<file path="config.mk">
export PLATFORM = sky130hd
export DESIGN_NAME = clock_time_seq
export DESIGN_NICKNAME = d
export VERILOG_FILES = /design/src/rtl/clock_time_seq.sv
export SDC_FILE = /design/constraint.sdc
export NUM_CORES = 1
export LEC_CHECK = 0
export ABC_AREA = 1
export CAP_MARGIN = 25
export CORE_UTILIZATION = 46
export CTS_CLUSTER_DIAMETER = 120
export DETAILED_ROUTE_END_ITERATION = 8
export GPL_TIMING_DRIVEN = 0
export PLACE_DENSITY = 0.68
export SLEW_MARGIN = 20
export SYNTH_ARGS = -nofsm -noshare
export SYNTH_HDL_FRONTEND = slang
export SYNTH_SLANG_ARGS = --single-unit
</file>
<file path="constraint.sdc">
create_clock -name clk -period 1.8 [get_ports clk]
set_input_delay 0.36 -clock clk [delete_from_list [all_inputs] [get_ports clk]]
set_output_delay 0.36 -clock clk [all_outputs]
set_load 0.03 [all_outputs]
</file>
<file path="src/rtl/clock_time_seq.sv">
// Purpose: HH:MM:SS BCD time-of-day counter with a seconds prescaler and per-digit carry FSM.
// Latency: a request sampled at edge N is granted at N+1; the first digit updates at N+2.
// Backpressure: none; requests pend in one-deep flags and repeats of a pending request coalesce.
module clock_time_seq #(
  parameter int CORE_CLOCK = 25_000_000
) (
  input  logic       clk,
  input  logic       reset,
  input  logic       run,
  input  logic       adj_sec,
  input  logic       adj_min,
  input  logic       adj_hrs,
  output logic [3:0] sec_u,
  output logic [2:0] sec_d,
  output logic [3:0] min_u,
  output logic [2:0] min_d,
  output logic [3:0] hrs_u,
  output logic [1:0] hrs_d,
  output logic [3:0] color_offset,
  output logic       sec_tick,
  output logic       busy
);

  localparam int            PW      = (CORE_CLOCK > 1) ? $clog2(CORE_CLOCK) : 1;
  localparam logic [PW-1:0] PS_LAST = PW'(CORE_CLOCK - 1);

  typedef enum logic [2:0] {
    IDLE = 3'd0,
    SU   = 3'd1,
    SD   = 3'd2,
    MU   = 3'd3,
    MD   = 3'd4,
    HR   = 3'd5
  } state_t;

  state_t        state;
  state_t        state_nxt;

  logic [PW-1:0] ps_cnt;
  logic          ps_wrap;

  logic          tick_p;
  logic          sec_p;
  logic          min_p;
  logic          hrs_p;

  logic          grant_tick;
  logic          grant_sec;
  logic          grant_min;
  logic          grant_hrs;

  logic [3:0]    sec_u_nxt;
  logic [2:0]    sec_d_nxt;
  logic [3:0]    min_u_nxt;
  logic [2:0]    min_d_nxt;
  logic [3:0]    hrs_u_nxt;
  logic [1:0]    hrs_d_nxt;
  logic [3:0]    color_nxt;

  assign ps_wrap = run && (ps_cnt == PS_LAST);
  assign busy    = (state != IDLE);

  // Seconds prescaler: counts while run is high, wraps at CORE_CLOCK-1 and emits a one-cycle tick.
  always_ff @(posedge clk) begin
    if (reset) begin
      ps_cnt   <= '0;
      sec_tick <= 1'b0;
    end else begin
      sec_tick <= ps_wrap;
      if (run) begin
        ps_cnt <= ps_wrap ? '0 : ps_cnt + PW'(1);
      end
    end
  end

  // Pending request flags: a new request in the same cycle as its grant wins over the clear.
  always_ff @(posedge clk) begin
    if (reset) begin
      tick_p <= 1'b0;
      sec_p  <= 1'b0;
      min_p  <= 1'b0;
      hrs_p  <= 1'b0;
    end else begin
      tick_p <= ps_wrap | (tick_p & ~grant_tick);
      sec_p  <= adj_sec | (sec_p  & ~grant_sec);
      min_p  <= adj_min | (min_p  & ~grant_min);
      hrs_p  <= adj_hrs | (hrs_p  & ~grant_hrs);
    end
  end

  // State and digit registers; digits only move when the FSM visits their own state.
  always_ff @(posedge clk) begin
    if (reset) begin
      state        <= IDLE;
      sec_u        <= '0;
      sec_d        <= '0;
      min_u        <= '0;
      min_d        <= '0;
      hrs_u        <= '0;
      hrs_d        <= '0;
      color_offset <= '0;
    end else begin
      state        <= state_nxt;
      sec_u        <= sec_u_nxt;
      sec_d        <= sec_d_nxt;
      min_u        <= min_u_nxt;
      min_d        <= min_d_nxt;
      hrs_u        <= hrs_u_nxt;
      hrs_d        <= hrs_d_nxt;
      color_offset <= color_nxt;
    end
  end

  // Arbiter plus carry chain: IDLE grants by fixed priority, each digit state increments and
  // either carries into the next digit state or returns to IDLE.
  always_comb begin
    state_nxt  = state;
    grant_tick = 1'b0;
    grant_sec  = 1'b0;
    grant_min  = 1'b0;
    grant_hrs  = 1'b0;
    sec_u_nxt  = sec_u;
    sec_d_nxt  = sec_d;
    min_u_nxt  = min_u;
    min_d_nxt  = min_d;
    hrs_u_nxt  = hrs_u;
    hrs_d_nxt  = hrs_d;
    color_nxt  = color_offset;

    case (state)
      IDLE: begin
        if (tick_p) begin
          grant_tick = 1'b1;
          state_nxt  = SU;
        end else if (sec_p) begin
          grant_sec  = 1'b1;
          state_nxt  = SU;
        end else if (min_p) begin
          grant_min  = 1'b1;
          state_nxt  = MU;
        end else if (hrs_p) begin
          grant_hrs  = 1'b1;
          state_nxt  = HR;
        end
      end

      SU: begin
        if (sec_u == 4'd9) begin
          sec_u_nxt = 4'd0;
          state_nxt = SD;
        end else begin
          sec_u_nxt = sec_u + 4'd1;
          state_nxt = IDLE;
        end
      end

      SD: begin
        if (sec_d == 3'd5) begin
          sec_d_nxt = 3'd0;
          state_nxt = MU;
        end else begin
          sec_d_nxt = sec_d + 3'd1;
          state_nxt = IDLE;
        end
      end

      MU: begin
        color_nxt = color_offset + 4'd1;
        if (min_u == 4'd9) begin
          min_u_nxt = 4'd0;
          state_nxt = MD;
        end else begin
          min_u_nxt = min_u + 4'd1;
          state_nxt = IDLE;
        end
      end

      MD: begin
        if (min_d == 3'd5) begin
          min_d_nxt = 3'd0;
          state_nxt = HR;
        end else begin
          min_d_nxt = min_d + 3'd1;
          state_nxt = IDLE;
        end
      end

      HR: begin
        if (hrs_d == 2'd2 && hrs_u == 4'd3) begin
          hrs_d_nxt = 2'd0;
          hrs_u_nxt = 4'd0;
        end else if (hrs_u == 4'd9) begin
          hrs_u_nxt = 4'd0;
          hrs_d_nxt = hrs_d + 2'd1;
        end else begin
          hrs_u_nxt = hrs_u + 4'd1;
        end
        state_nxt = IDLE;
      end

      default: begin
        state_nxt = IDLE;
      end
    endcase
  end

endmodule

</file>
==> results.cfg <==
[run_status]
status = finished clean

[cts]
cts_setup_buffers = 0
clockBufferDepth = 2
cts_tree = done
clock-sinks = 57
cts_inserted_buffers = 9
cts.clk_slew.worst_paths_ps = 60
clockRootBuffer = clkbuf_8
insertion_delay_ps = 330
cts-htree-levels = 3
ctsHoldBuffers = 0

[critical_path]
timing.critical_path.buf_inv = 1
worst-path-stages = 1
rrSetupSlack_ps = 260
startpoint_type = flop
critPathMaxStageDelay_ps = 700
slowest_stage = clkdlybuf4s50_1
r2r_cells = 8
critical_path_arrival_ps = 1410
crit_type = reg2out
crit_required_ps = 1440
rr_endpoint = ps_cnt[14]
cpLargestDelayFamily = buffers and inverters
crit_path_cell_trace = clkdlybuf4s50_1
r2r_start = ps_cnt[0]
end_kind = output pin
cp_max_fo = 5

[route]
wl_per_cell_um = 11.0
drc = 0
viasPerCell = 4.94
routed_wl_um = 5780
dr.pass1.iters = 4
drt_iter0_markers = 107
antenna_left = 0
via_count = 2590

[synthesis]
synth_area_sq_um = 2740
ys_ff_latch = 57
yosysSeqAreaShare = 0.416
yosysWarningCount = 0
avgSynthCellArea_sq_um = 6.75
synth_nets = 416
netlist_instances = 406
synth_cell_types = 31

[floorplan]
fp.dieW_um = 79.2
rows = 27
die_h_um = 79.2
coreArea_sq_um = 5610
start_util = 0.489
io_pins = 32
dieArea_sq_um = 6270

[timing]
min_period_ps = 1770
finalCritPeriodShare = 0.981
setup_viol = 0
fin_setup_tns_ps = 0
skew_ps = 6.27
max_slew.worst_pin.slew_ps = 488
max_slew_margin = 0.674
clock.fmax_mhz = 566
slew_viol_final = 0
final_hold_viol_count = 0
rsz0062_at_grt = false

[hold_path]
hp-start = reset
hold_class = in2reg
min_to = ps_cnt[8]
holdPathStages = 2

[grt]
grt_pass1_wl_um = 9900
antenna_found_initial = 0
grt_usage = 0.205
grt.overflow.total = 0
grt_start_max_net_pins = 11
grt_pass1_vias = 2304

[pwr]
pwr_density_cell_nw_per_um2 = 781
p_leak_nw = 1.44
pwr-share-seq = 0.518
vdd_drop_max_v = 0.000463
power_mw = 2.58
p_int_mw = 1.89
power_switching_mw = 0.696
power_frac_comb = 0.107
power_switching_share = 0.269
clockPowerShare = 0.375

[placed_design]
gp_congestion = 0.906
port_buffers = 30
place_area_sq_um = 3130
hpwl_um = 4310

[cells_and_area]
n_antenna_cell = 0
final_area_sq_um = 3310
num-fill-cells = 541
fin_nets = 457
drive_above_1_share = 0.0730
area_delta_synth_final_pct = 20.8

[flow_run]
maxCapViolCount = 0
## synth_stat cells, drive strengths merged
cell type | n | area [sq um]
buf | 3 | 23.8
and2b | 1 | 8.76
nand4 | 5 | 31.3
or2 | 1 | 6.26
o21bai | 1 | 7.51
xnor2 | 4 | 35.0
ha | 4 | 50.1
a22oi | 1 | 7.51
nor2 | 101 | 404
a31oi | 2 | 12.5
xor2 | 6 | 52.6
nand3b | 2 | 15.0
o21ai | 14 | 70.1
inv | 46 | 173
dfxtp | 57 | 1140
clkbuf | 2 | 7.51
nor3b | 2 | 15.0
nor3 | 9 | 45.0
nand3 | 35 | 175
nand2 | 90 | 350
a21oi | 15 | 75.1
o21a | 2 | 15.0
and2 | 1 | 6.26
a211oi | 1 | 7.51
and3 | 1 | 6.26
## area by class of cell
cell class / instances / area, sq um / share of cell area
multi-input combinational: 298 / 1410 / 0.425
clock inverter: 4 / 20.0 / 0.00605
inverter: 46 / 173 / 0.0522
tap: 72 / 90.1 / 0.0272
clock buffer: 12 / 135 / 0.0408
timing repair buffer: 30 / 314 / 0.0949
sequential: 57 / 1140 / 0.345
buffer: 5 / 31.3 / 0.00945
## per-layer routing
metal | up-vias | wire length, um | track usage
li1 | 1369 | - | -
met1 | 1158 | 2790 | 0.260
met2 | 59 | 2620 | 0.331
met3 | 4 | 322 | 0.0586
met4 | 0 | 44 | 0.0727
met5 | - | 0 | 0
## worst max path at each step
stage          startpoint         end  slack, ps
2_1_floorplan    hrs_u[1]    hrs_d[0]        400
3_3_place_gp          run  ps_cnt[24]       -220
3_5_place_dp          run  ps_cnt[24]       -230
4_1_cts          hrs_u[1]    hrs_u[1]          4
5_1_grt          state[0]        busy          1
6_report         min_u[3]    min_u[3]         30
## power groups by stage
| stage | combinational [mW] | clock [mW] | sequential (mW) |
|---|---|---|---|
| final | 0.276 | 0.970 | 1.34 |
| after global routing | 0.308 | 1.07 | 1.34 |
| after CTS | 0.273 | 1.01 | 1.33 |
| after detailed placement | 0.278 | 0 | 1.36 |
| after global placement | 0.274 | 0 | 1.36 |
| after floorplan | 0.153 | 0 | 1.39 |
## stage by stage
step,util,hold slack [ps],worst slack [ps],cells
detailed placement,0.558,450,-235,508
floorplan,-,456,405,406
global placement,0.558,435,-217,508
finish,0.590,299,34.4,524
global route,0.590,295,1.14,524
CTS,0.585,289,4.11,524
## logic make-up after synthesis
kind of cell	count (synthesis)	share of synthesized area
XOR/XNOR	10	0.0319
adder cells (fa/ha/maj)	4	0.0183
flip-flops	57	0.416
buffers and inverters	51	0.0744
AND/OR/NAND/NOR	248	0.388
AO/OA/AOI/OAI	36	0.0712
## cell usage in the layout (no fill, tap or decap)
cell type	count
a31oi_1	2
nor2_1	93
o21a_1	2
nand2_1	85
o21bai_1	1
buf_4	1
nand3_1	35
buf_6	1
dfxtp_1	57
a22oi_1	1
nor2_2	5
clkinv_2	4
inv_2	2
and2b_2	1
nand3b_1	2
nor3b_1	2
and2_1	1
ha_1	4
dlygate4sd2_1	1
clkdlybuf4s50_1	20
nand4_1	5
nor3_1	9
buf_2	2
inv_1	44
a21oi_1	15
clkbuf_1	5
or2_0	1
clkbuf_8	9
nand2_2	5
a211oi_1	1
dlymetal6s2s_1	8
o21ai_0	14
and3_1	1
xor2_1	6
nor2_4	3
xnor2_1	4
## registers in the layout (all words and copies together), names as in the netlist
register	flops
color_offset	4
sec_d	3
ps_cnt	25
hrs_p	1
sec_u	4
state	3
tick_p	1
min_d	3
min_p	1
sec_p	1
hrs_u	4
min_u	4
sec_tick	1
hrs_d	2
## repair_timing
action,in CTS,in global routing
gates resized for setup,7,11
endpoints found under the setup margin,2,12
endpoints found under the hold margin,0,0
(Power assumes the default switching activity.)
